<file path="config.mk">
export PLATFORM = sky130hd
export DESIGN_NAME = dft_stage_sched
export DESIGN_NICKNAME = d
export VERILOG_FILES = /design/src/rtl/dft_stage_sched.sv
export SDC_FILE = /design/constraint.sdc
export NUM_CORES = 1
export LEC_CHECK = 0
export ABC_AREA = 0
export CAP_MARGIN = 10
export CORE_UTILIZATION = 40
export CTS_CLUSTER_DIAMETER = 200
export DETAILED_ROUTE_END_ITERATION = 7
export DONT_BUFFER_PORTS = 1
export PLACE_DENSITY_LB_ADDON = 0.2
export SYNTH_ARGS = -nofsm -noshare
export SYNTH_HDL_FRONTEND = slang
export SYNTH_SLANG_ARGS = --single-unit
</file>
<file path="constraint.sdc">
create_clock -name clk -period 1.8 [get_ports clk]
set_input_delay 0.09 -clock clk [delete_from_list [all_inputs] [get_ports clk]]
set_output_delay 0.09 -clock clk [all_outputs]
set_load 0.1 [all_outputs]
</file>
<file path="src/rtl/dft_stage_sched.sv">
// Sequencer for the shared 8-to-4 DFT butterfly stage: steps N_GRP groups of one
// frame through the stage, drives the twiddle set address and owns the output register handshake.
module dft_stage_sched #(
  parameter int unsigned N_GRP   = 4,
  parameter int unsigned GRP_W   = $clog2(N_GRP),
  parameter int unsigned TW_AW   = 4,
  parameter int unsigned TW_STEP = 2,
  parameter int unsigned FCNT_W  = 16
) (
  input  logic              clk,
  input  logic              rst_n,
  input  logic              start,
  input  logic              abort,
  input  logic              in_valid,
  output logic              in_ready,
  output logic [TW_AW-1:0]  tw_addr,
  output logic              cap_en,
  output logic              out_valid,
  input  logic              out_ready,
  output logic [GRP_W-1:0]  out_grp,
  output logic              out_last,
  output logic              busy,
  output logic              done,
  output logic [FCNT_W-1:0] frame_cnt,
  output logic              err_start,
  input  logic              err_clr
);

  // Group counter must reach N_GRP, one past the last group index.
  localparam int unsigned CNT_W = $clog2(N_GRP + 1);

  localparam logic [1:0] S_IDLE  = 2'd0;
  localparam logic [1:0] S_RUN   = 2'd1;
  localparam logic [1:0] S_DRAIN = 2'd2;
  localparam logic [1:0] S_DONE  = 2'd3;

  logic [1:0]        state_q, state_d;
  logic [CNT_W-1:0]  grp_cnt_q, grp_cnt_d;
  logic              out_valid_q, out_valid_d;
  logic [GRP_W-1:0]  out_grp_q, out_grp_d;
  logic              out_last_q, out_last_d;
  logic              busy_q, busy_d;
  logic              done_q, done_d;
  logic [FCNT_W-1:0] frame_cnt_q, frame_cnt_d;
  logic              err_q, err_d;

  logic accept;
  logic xfer;
  logic last_grp;

  // Stage-input handshake and twiddle addressing, straight from registered state.
  always_comb begin
    in_ready = (state_q == S_RUN) && (grp_cnt_q < CNT_W'(N_GRP)) &&
               (!out_valid_q || out_ready);
    accept   = in_valid && in_ready;
    cap_en   = accept;
    xfer     = out_valid_q && out_ready;
    last_grp = (grp_cnt_q == CNT_W'(N_GRP - 1));
    tw_addr  = '0;
    if (state_q == S_RUN) begin
      tw_addr = TW_AW'(32'(grp_cnt_q) * TW_STEP);
    end
  end

  // Next-state and output-register logic; abort overrides everything but the error flag.
  always_comb begin
    state_d     = state_q;
    grp_cnt_d   = grp_cnt_q;
    out_valid_d = out_valid_q;
    out_grp_d   = out_grp_q;
    out_last_d  = out_last_q;
    frame_cnt_d = frame_cnt_q;
    err_d       = err_q;

    if (err_clr) begin
      err_d = 1'b0;
    end
    if (start && (state_q != S_IDLE)) begin
      err_d = 1'b1;
    end

    if (abort) begin
      state_d     = S_IDLE;
      grp_cnt_d   = '0;
      out_valid_d = 1'b0;
      out_grp_d   = '0;
      out_last_d  = 1'b0;
    end else begin
      case (state_q)
        S_IDLE: begin
          if (start) begin
            state_d   = S_RUN;
            grp_cnt_d = '0;
          end
        end
        S_RUN: begin
          // A reload on accept also covers a simultaneous downstream transfer.
          if (accept) begin
            out_valid_d = 1'b1;
            out_grp_d   = GRP_W'(grp_cnt_q);
            out_last_d  = last_grp;
            grp_cnt_d   = grp_cnt_q + CNT_W'(1);
            if (last_grp) begin
              state_d = S_DRAIN;
            end
          end else if (xfer) begin
            out_valid_d = 1'b0;
          end
        end
        S_DRAIN: begin
          if (xfer) begin
            out_valid_d = 1'b0;
            if (out_last_q) begin
              state_d = S_DONE;
            end
          end
        end
        S_DONE: begin
          frame_cnt_d = frame_cnt_q + FCNT_W'(1);
          state_d     = S_IDLE;
        end
        default: begin
          state_d = S_IDLE;
        end
      endcase
    end

    busy_d = (state_d != S_IDLE);
    done_d = (state_d == S_DONE);
  end

  always_ff @(posedge clk or negedge rst_n) begin
    if (!rst_n) begin
      state_q     <= S_IDLE;
      grp_cnt_q   <= '0;
      out_valid_q <= 1'b0;
      out_grp_q   <= '0;
      out_last_q  <= 1'b0;
      busy_q      <= 1'b0;
      done_q      <= 1'b0;
      frame_cnt_q <= '0;
      err_q       <= 1'b0;
    end else begin
      state_q     <= state_d;
      grp_cnt_q   <= grp_cnt_d;
      out_valid_q <= out_valid_d;
      out_grp_q   <= out_grp_d;
      out_last_q  <= out_last_d;
      busy_q      <= busy_d;
      done_q      <= done_d;
      frame_cnt_q <= frame_cnt_d;
      err_q       <= err_d;
    end
  end

  assign out_valid = out_valid_q;
  assign out_grp   = out_grp_q;
  assign out_last  = out_last_q;
  assign busy      = busy_q;
  assign done      = done_q;
  assign frame_cnt = frame_cnt_q;
  assign err_start = err_q;

endmodule

</file>
==> metrics.md <==
| Metric | Value |
|---|---|
| Status | `finished clean` |
| Cell family with most CP delay | `buffers and inverters` |
| Setup TNS | `0 ps` |
| Clock skew | `2.23 ps` |
| Core ar. | `3150 um^2` |
| Clk Latency, worst-skew pair | `320 ps` |
| Worst hold endpoint | `busy` |
| Crit-path max FO | `9` |
| Clock slew at reported path FFs | `150 ps` |
| DR WL/cell | `13.2 um` |
| Reg2Reg Setup Slack | `290 ps` |
| Starting Density | `0.433` |
| Most used cell, CP | `buf_4` |
| Library cells used by synthesis | `33` |
| Vias in the first global route | `1,002` |
| Syn Area/Cell | `11.0 um^2` |
| Setup CP Type | `reg -> out` |
| Post-synth EDFFs | `0` |
| Synth Flop Type | `dfrtp_1` |
| FMAX | `589 MHz` |
| Total track usage | `0.165` |
| Clock Sinks | `28` |
| Initial antenna violation count | `0` |
| Hold path depth | `2` |
| Fin crit share | `0.944` |
| Worst R2R Path Depth | `5` |
| Routed vias/inst | `5.00` |
| Hpwl dp | `1930 um` |
| Synthesized net count | `134` |
| Synthesized flop and latch total | `28` |
| Initial DRC count | `28` |
| CP Data Required Time | `1710 ps` |
| Layout cells sized above 1 | `0.366` |
| Largest stage delay on the critical path | `400 ps` |
| Routed Antenna Nets | `0` |
| CTS tree | `yes` |
| Final non-filler cell total | `205` |
| Io pins | `36` |
| Gate Count Post-Synth | `124` |
| HP Class | `in -> reg` |
| Area growth syn-to-layout | `30.2%` |
| Max Slew Vio Count | `0` |
| Data arrival, critical path | `1610 ps` |
| Gr ovfl total | `0` |
| WP buf/inv | `3` |
| DR vias | `1,025` |
| Area of the die | `3650 um^2` |
| Final Critical Period | `1700 ps` |
| Placer congestion estimate | `0.779` |
| Mapped cell area | `1370 um^2` |
| Unrepaired setup endpoints after global routing | `false` |
| DRT Wirelength | `2700 um` |
| Placed cell count | `192` |
| H-Tree Depth | `1` |
| Nets@finish | `172` |
| Max rail drop VDD | `0.304 mV` |
| Ys Warns | `0` |
| Placement row count | `20` |
| Max Cap Violations | `0` |
| Worst r2r dst | `state_q[0]` |
| Final setup violating endpoints | `0` |
| CP Launch Type | `flop` |
| Worst Hold Launch | `start` |
| CP endpoint kind | `output port` |
| Chip height | `60.4 um` |
| CP Cell Sequence | `buf_4 > and2b_2 > buf_4 > and2_1 > buf_6` |
| Slowest CP cell | `dfrtp_1` |
| First-pass GRT wire length | `4390 um` |
| Die X | `60.4 um` |
| Port Buffers | `0` |
| Root buf cell | `clkbuf_4` |
| CTS buffer count | `3` |
| Fraction of registers with async set/reset | `1.00` |
| Worst slack, placed | `300 ps` |
| Register area share after synthesis | `0.513` |
| Pre-Repair DR Iteration Count | `4` |
| Lkg Pwr | `0.000841 uW` |
| DRC Markers | `0` |
| RR Startpoint | `state_q[1]` |
| Pwr Density | `641 nW/um^2` |
| Longest Clk Path Bufs | `2` |
| Worst Slack Setup Final | `102 ps` |
| Hold Vio Cnt, Final | `0` |
| Post-Route Utilization | `0.564` |
| Largest net degree at the start of global routing | `29` |
| Diode count | `0` |
-- cell type report --
cell class / count / area (um^2)
Inverter: 5 / 21.3
Sequential cell: 28 / 714
Tap cell: 44 / 55.1
Clock buffer: 4 / 36.3
Timing Repair Buffer: 38 / 345
Multi-Input combinational cell: 86 / 607
Fill cell: 291 / 1370
-- synth_stat cells, types with 2 or more instances --
library cell / n / area [um^2]
nand4_1: 2 / 12.5
nand2b_1: 2 / 12.5
xor2_1: 7 / 61.3
nand2_1: 13 / 48.8
and2_1: 4 / 25.0
nor3_2: 2 / 20.0
xnor2_1: 8 / 70.1
dfrtp_1: 28 / 701
nor2_1: 6 / 22.5
a21oi_1: 7 / 35.0
nor3_1: 3 / 15.0
nand4_4: 2 / 42.5
and2b_2: 2 / 17.5
inv_1: 4 / 15.0
and3_1: 3 / 18.8
o21ai_0: 3 / 15.0
buf_4: 2 / 15.0
ha_1: 3 / 37.5
buf_6: 2 / 22.5
nand3_1: 8 / 40.0
-- where the power goes --
part / leakage (uW) / internal, uW / switching (uW)
Clock: 0.0000210 / 124 / 184
Sequential: 0.000357 / 639 / 5.64
Combinational: 0.000463 / 52.3 / 135
-- cell families after synthesis --
kind of cell / synth area share
other cells: 0.00274
compound gates: 0.0485
fa+ha+maj: 0.0275
flops: 0.513
mux: 0.00824
simple gates: 0.260
buf+inv: 0.0439
xor+xnor: 0.0962
-- worst max path at each step --
stage / slack (ps) / start / to / cells past startpoint
floorplan: 20 / frame_cnt[2] / frame_cnt[6] / 3
global placement: 320 / state_q[1] / state_q[0] / 5
detailed placement: 300 / state_q[1] / frame_cnt[6] / 4
CTS: 0.7 / state_q[1] / cap_en / 4
global route: 10 / state_q[1] / cap_en / 4
finish: 100 / state_q[0] / tw_addr[2] / 5
-- repair_timing --
item,in CTS,in global routing
pin swaps,0,0
cloned,0,0
setup buffers,0,2
hold endpoints to repair,40,1
hold buffers,6,1
resized for setup,1,5
setup endpoints to repair,1,1
-- sequential cells by signal (all words and copies together), names as in the netlist --
signal     flops
out_valid      1
state_q        2
err_start      1
out_last       1
done           1
grp_cnt_q      3
out_grp        2
busy           1
frame_cnt     16
-- per-layer routing --
layer | global-route usage | up-vias | share of wire
li1 | - | 496 | -
met1 | 0.207 | 502 | 0.45
met2 | 0.273 | 23 | 0.48
met3 | 0.0320 | 4 | 0.051
met4 | 0.0779 | 0 | 0.016
met5 | 0 | - | 0
-- through the flow --
stage | power (uW) | cell area [um^2] | hold slack, ps
after floorplan | 780 | 1380 | -206
after global placement | 806 | 1630 | -205
after detailed placement | 806 | 1630 | -205
after CTS | 1150 | 1740 | 5.65
after global routing | 1190 | 1780 | 91.4
final | 1140 | 1780 | 89.5
-- cell usage in the layout (no fill, tap or decap), drive strengths merged, types with 2 or more instances in the layout --
master        n
nor2          6
xor2          7
inv           5
and2          4
nor3          5
nand4         4
nand3         9
o21ai         3
nand2b        2
buf          32
dfrtp        28
clkbuf        4
nand2        13
dlygate4sd3   6
and3          4
and2b         2
xnor2         8
ha            3
a21oi         7
Note: power is estimated with default switching activity, not from simulation.
